### src/rtl/uart_pkg.sv
// Shared UART constants and receiver state encoding.
// The transmitter imports this package for the constants only.
package uart_pkg;

    localparam int PRESCALER_W   = 21;
    localparam int PRESCALER_MIN = 4;

    typedef enum logic [2:0] {
        ST_IDLE   = 3'd0,
        ST_START  = 3'd1,
        ST_DATA   = 3'd2,
        ST_PARITY = 3'd3,
        ST_STOP   = 3'd4
    } uart_state_e;

    // Bit periods shorter than PRESCALER_MIN cannot hold a centre sample, so clamp them.
    function automatic logic [PRESCALER_W-1:0] clamp_prescaler(input logic [PRESCALER_W-1:0] p);
        if (p < PRESCALER_W'(PRESCALER_MIN)) begin
            return PRESCALER_W'(PRESCALER_MIN);
        end
        return p;
    endfunction

endpackage

### src/rtl/uart_rx_sync.sv
// RX pin synchroniser (SYNC_STAGES flops, legal 2..4) followed by one extra
// flop for falling-edge detection. All flops reset to 1 so that the idle-high
// line never produces a spurious edge when reset releases.
module uart_rx_sync
    import uart_pkg::*;
#(
    parameter int SYNC_STAGES = 2
) (
    input  logic clk,
    input  logic rst_n,
    input  logic rx_i,
    output logic rx_s,
    output logic fall
);

    logic [SYNC_STAGES-1:0] sync_q;
    logic                   rx_d_q;

    // Shift the pin through the synchroniser chain and keep one delayed copy.
    always_ff @(posedge clk or negedge rst_n) begin
        if (!rst_n) begin
            sync_q <= '1;
            rx_d_q <= 1'b1;
        end else begin
            sync_q <= {sync_q[SYNC_STAGES-2:0], rx_i};
            rx_d_q <= sync_q[SYNC_STAGES-1];
        end
    end

    assign rx_s = sync_q[SYNC_STAGES-1];
    assign fall = rx_d_q & ~rx_s;

endmodule

### src/rtl/uart_rx.sv
// UART receiver, 8N1 by default with a runtime-programmable bit period.
// Optional feature: define UART_RX_PARITY_EN for 8E1 frames with a parity_error strobe.
// A falling edge in idle arms a half-bit countdown to the start-bit centre; after
// that every tick lands on a bit centre. Outputs are registered single-cycle strobes.
module uart_rx
    import uart_pkg::*;
#(
    parameter int SYNC_STAGES = 2
) (
    input  logic                   CLK,
    input  logic                   rst_n,
    input  logic                   RX,
    input  logic [PRESCALER_W-1:0] prescaler_in,
    output logic [7:0]             data,
    output logic                   rx_valid,
    output logic                   frame_error,
    output logic                   parity_error,
    output logic                   rx_active,
    output logic [2:0]             state_dbg
);

    uart_state_e            state_q, state_d;
    logic [PRESCALER_W-1:0] prescaler_q, prescaler_d;
    logic [PRESCALER_W-1:0] cnt_q, cnt_d;
    logic [2:0]             bit_cnt_q, bit_cnt_d;
    logic [7:0]             shift_q, shift_d;
    logic [7:0]             data_q, data_d;
    logic                   rx_valid_q, rx_valid_d;
    logic                   frame_error_q, frame_error_d;
`ifdef UART_RX_PARITY_EN
    logic                   parity_bit_q, parity_bit_d;
    logic                   parity_error_q, parity_error_d;
`endif

    logic rx_s;
    logic fall;
    logic tick;

    uart_rx_sync #(
        .SYNC_STAGES(SYNC_STAGES)
    ) u_sync (
        .clk  (CLK),
        .rst_n(rst_n),
        .rx_i (RX),
        .rx_s (rx_s),
        .fall (fall)
    );

    assign tick = (cnt_q == '0);

    // Next-state logic: bit-period counter, frame sequencing and output strobes.
    always_comb begin
        state_d       = state_q;
        prescaler_d   = prescaler_q;
        cnt_d         = cnt_q;
        bit_cnt_d     = bit_cnt_q;
        shift_d       = shift_q;
        data_d        = data_q;
        rx_valid_d    = 1'b0;
        frame_error_d = 1'b0;
`ifdef UART_RX_PARITY_EN
        parity_bit_d   = parity_bit_q;
        parity_error_d = 1'b0;
`endif

        // Outside idle the counter free-runs: tick at 0, then reload a full period.
        if (state_q != ST_IDLE) begin
            cnt_d = tick ? (prescaler_q - 1'b1) : (cnt_q - 1'b1);
        end

        case (state_q)
            ST_IDLE: begin
                if (fall) begin
                    prescaler_d = clamp_prescaler(prescaler_in);
                    cnt_d       = clamp_prescaler(prescaler_in) >> 1;
                    state_d     = ST_START;
                end
            end
            ST_START: begin
                if (tick) begin
                    if (!rx_s) begin
                        bit_cnt_d = '0;
                        state_d   = ST_DATA;
                    end else begin
                        // Line was high again at the start-bit centre: a glitch.
                        state_d = ST_IDLE;
                    end
                end
            end
            ST_DATA: begin
                if (tick) begin
                    shift_d   = {rx_s, shift_q[7:1]};
                    bit_cnt_d = bit_cnt_q + 3'd1;
                    if (bit_cnt_q == 3'd7) begin
`ifdef UART_RX_PARITY_EN
                        state_d = ST_PARITY;
`else
                        state_d = ST_STOP;
`endif
                    end
                end
            end
`ifdef UART_RX_PARITY_EN
            ST_PARITY: begin
                if (tick) begin
                    parity_bit_d = rx_s;
                    state_d      = ST_STOP;
                end
            end
`endif
            ST_STOP: begin
                if (tick) begin
                    if (rx_s) begin
                        data_d     = shift_q;
                        rx_valid_d = 1'b1;
                    end else begin
                        frame_error_d = 1'b1;
                    end
`ifdef UART_RX_PARITY_EN
                    parity_error_d = ^{shift_q, parity_bit_q};
`endif
                    state_d = ST_IDLE;
                end
            end
            default: begin
                state_d = ST_IDLE;
            end
        endcase
    end

    // State and datapath registers; reset aborts any frame in flight.
    always_ff @(posedge CLK or negedge rst_n) begin
        if (!rst_n) begin
            state_q       <= ST_IDLE;
            prescaler_q   <= '0;
            cnt_q         <= '0;
            bit_cnt_q     <= '0;
            shift_q       <= '0;
            data_q        <= '0;
            rx_valid_q    <= 1'b0;
            frame_error_q <= 1'b0;
        end else begin
            state_q       <= state_d;
            prescaler_q   <= prescaler_d;
            cnt_q         <= cnt_d;
            bit_cnt_q     <= bit_cnt_d;
            shift_q       <= shift_d;
            data_q        <= data_d;
            rx_valid_q    <= rx_valid_d;
            frame_error_q <= frame_error_d;
        end
    end

`ifdef UART_RX_PARITY_EN
    // Parity capture and its error strobe.
    always_ff @(posedge CLK or negedge rst_n) begin
        if (!rst_n) begin
            parity_bit_q   <= 1'b0;
            parity_error_q <= 1'b0;
        end else begin
            parity_bit_q   <= parity_bit_d;
            parity_error_q <= parity_error_d;
        end
    end

    assign parity_error = parity_error_q;
`else
    assign parity_error = 1'b0;
`endif

    assign data        = data_q;
    assign rx_valid    = rx_valid_q;
    assign frame_error = frame_error_q;
    assign rx_active   = (state_q != ST_IDLE);
    assign state_dbg   = state_q;

endmodule

### config.mk
export PLATFORM = sky130hd
export DESIGN_NAME = uart_rx
export DESIGN_NICKNAME = d
export VERILOG_FILES = /design/src/rtl/uart_pkg.sv /design/src/rtl/uart_rx_sync.sv /design/src/rtl/uart_rx.sv
export SDC_FILE = /design/constraint.sdc
export NUM_CORES = 1
export LEC_CHECK = 0
export CAP_MARGIN = 15
export CORE_ASPECT_RATIO = 0.8
export CORE_MARGIN = 3
export CORE_UTILIZATION = 35
export DETAILED_ROUTE_END_ITERATION = 8
export DONT_BUFFER_PORTS = 1
export SETUP_SLACK_MARGIN = 0.5
export SLEW_MARGIN = 20
export SYNTH_ARGS = -nofsm -noshare
export SYNTH_HDL_FRONTEND = slang
export SYNTH_SLANG_ARGS = --single-unit
### constraint.sdc
create_clock -name CLK -period 5.35 [get_ports CLK]
set_clock_uncertainty 0.15 [all_clocks]
set_input_delay 1.07 -clock CLK [delete_from_list [all_inputs] [get_ports CLK]]
set_output_delay 1.07 -clock CLK [all_outputs]
set_load 0.01 [all_outputs]
==> flow_summary.ini <==
[clock_tree]
htreeDepth = 3
clock_sinks = 69
cts-root-buf = clkbuf_16
numCtsBuffers = 9
clk_latency_ps = 340
cts_resized = 0
cts_setup_buffers = 0
cts_tree = yes
clockBufferDepth = 2
path_clk_slew_ps = 60
cts_hold_buf = 0

[run]
drv_cap = 0

[hold_path]
min_path_cells = 0
min_to = u_sync.sync_q[1]
hp-class = reg -> reg
worstHoldStart = u_sync.sync_q[0]

[worst_setup_path]
crit_start = cnt_q[8]
cp.required_ps = 5430
critPathArrivalTime_ps = 3610
r2r_slack_ps = 1820
path_delay_family = simple AND/OR/NAND/NOR gates
r2r_end = cnt_q[12]
worst-r2r-cell-count = 11
critPathSlowestCell = nor4_1
end_kind = flip-flop
slowest_delay_ps = 640
start_kind = flip-flop
timing.rr.start = cnt_q[8]
crit_type = reg -> reg
critPathMaxFanout = 11
cp.buffers_inverters = 0
crit_chain = nor4_1 > nand2_1 > nor2_2 > a21oi_1 > ha_1 > nand2b_1 > nor2_1 > o311ai_1 > a2111oi_2 > o31a_1 > o221a_2

[final_layout]
seq_area_um2 = 1730
fillerInstances = 1040
final_core_util_pct = 40.6
diodes = 0
final_cells = 593
drive_gt1_share_pct = 10.6
nets = 475
multiInputGateArea_um2 = 2090
area_growth_pct = 9.36

[global_routing]
gr-total-overflow = 0
antenna_found_initial = 0
grt.total_usage_pct = 19.9
first_global_vias = 3431
grt_pass1_wl_mm = 19.5
grt_start_max_net_pins = 70

[timing]
worstMarginPinSlew_ps = 1060
relSlewSlack_pct = 29.3
finalSetupViolCount = 0
finalCritPeriodShare_pct = 66.1
final_max_slew_viol_count = 0
rsz0062_at_grt = no
hold_viol_final = 0
fin_tns_setup_ps = 0
min_period_ps = 3530
worst_slack_ps = 1820
fmax_mhz = 283

[pwr]
leakagePower_nw = 1.81
p_int_mw = 1.13
clkPwrFrac_pct = 30.9
power.switching_mw = 0.685
combPwrFrac_pct = 23.2
p_seq_share_pct = 45.9
power_mw = 1.81
p_per_area_nw_per_um2 = 421
irDropWorstVdd_mv = 0.189
switching_share_pct = 37.8

[logic_synthesis]
syn_area_per_cell_um2 = 8.55
syn-num-nets = 488
yosys.area.top_type = dfrtp_1
yosysMostFrequentCell = nand2_1
yosysSeqAreaShare_pct = 43.9
yosys.area.top_type_share_pct = 41.9
synth_edf_count = 0
ys_top_cells_by_area = dfrtp_1 (42%), nand2_1 (11%), a21oi_1 (3.9%), nor2_1 (3.5%), nor3_1 (2.3%)
synthArstFlopShare_pct = 100
synthTopCellsByCount = nand2_1 (112), dfrtp_1 (66), nor2_1 (37), a21oi_1 (31)
ys.flop_type = dfrtp_1
syn_area_um2 = 3940
netlist-cell-type-count = 63
ys_ff_latch = 69
ys_warn_count = 0
synth_cells = 461

[placed_design]
place.gp.congestion = 0.936
placed_cells = 577
port_buffers = 0
dp_slack_ps = 1880
hpwl_mm = 8.35

[die]
rows = 33
die_x_um = 125
die_h_um = 101
num_io_pins = 39
die-area_um2 = 12600
core_area_um2 = 10600
initial_core_util_pct = 37.1

[detailed_routing]
drt_iter0_markers = 475
via_per_inst = 6.16
drt-total-wl_mm = 12.1
drtAntennaViolNets = 0
drc = 0
first_pass_iters = 5
wire_per_inst_um = 20.4
via_count = 3655

[outcome]
outcome = finished clean
## registers in the layout, summed over array words and instances (netlist names), 2 cells and up
register,count
cnt_q,21
prescaler_q,21
data,8
shift_q,8
bit_cnt_q,3
state_dbg,3
u_sync.sync_q,2
## layer usage
metal / GRT usage [%] / share of wire, % / up-vias
li1: - / - / 1660
met1: 29.4 / 47 / 1779
met2: 26.8 / 41 / 197
met3: 6.04 / 9.7 / 19
met4: 7.58 / 2.0 / 0
met5: 0 / 0 / -
## through the flow
step / hold slack (ps) / cell area [µm²]
6_report: 205 / 4310
5_1_grt: 213 / 4310
4_1_cts: 207 / 4310
3_5_place_dp: 199 / 4030
3_3_place_gp: 195 / 4030
2_1_floorplan: 195 / 3940
## kinds of logic after synthesis
group	share of synthesized area, %
flip-flops	43.9
multiplexers	3.05
AO/OA/AOI/OAI	19.3
other	0.0951
XOR/XNOR	1.11
AND/OR/NAND/NOR	28.3
adder cells (fa/ha/maj)	0.952
buffers and inverters	3.24
## layout make-up
type | count | share of cell area [%]
Multi-Input combinational cell | 361 | 48.5
Sequential cell | 69 | 40.1
Clock buffer | 9 | 5.22
Tap cell | 140 | 4.06
Clock inverter | 7 | 1.19
Timing Repair Buffer | 3 | 0.522
Inverter | 4 | 0.348
## how the worst max path moves through the flow
| stage | endpoint | slack, ps | depth (start not counted) |
|---|---|---|---|
| floorplan | cnt_q[12] | 2200 | 13 |
| global placement | cnt_q[12] | 2010 | 11 |
| detailed placement | cnt_q[12] | 1880 | 11 |
| CTS | cnt_q[12] | 1870 | 11 |
| global route | cnt_q[12] | 1510 | 11 |
| finish | cnt_q[12] | 1820 | 11 |
## cell usage in the layout (no fill, tap or decap), drive strengths merged, types with 3 or more instances in the layout
cell type,n
a21o,3
o31a,4
or4,10
buf,3
o21a,6
xnor2,3
a31oi,8
and3,5
a21oi,31
dfrtp,66
o31ai,4
nor3,19
nand2,113
dfstp,3
or3,6
nand4,6
or2,4
o21ai,15
mux2i,3
o22ai,3
mux2,8
nand3,3
nor2,38
and4,4
clkbuf,9
a211oi,6
o311ai,5
o211ai,11
nor4,12
nand2b,3
clkinv,4
inv,5
ha,3
## power groups by stage
stage	Clock, mW	Sequential [mW]	Combinational, mW
5_1_grt	0.598	0.854	0.476
2_1_floorplan	0	0.740	0.377
3_3_place_gp	0	0.827	0.412
6_report	0.560	0.833	0.421
3_5_place_dp	0	0.832	0.410
4_1_cts	0.571	0.824	0.413
## worst reg2reg max path: cells and delay by family, from the launching register on
family / cells / cell delay, ps
AND/OR/NAND/NOR: 5 / 1600
AO/OA/AOI/OAI: 5 / 950
flip-flops: 1 / 460
adder cells (fa/ha/maj): 1 / 240
Power figures use the tool's default switching activity.
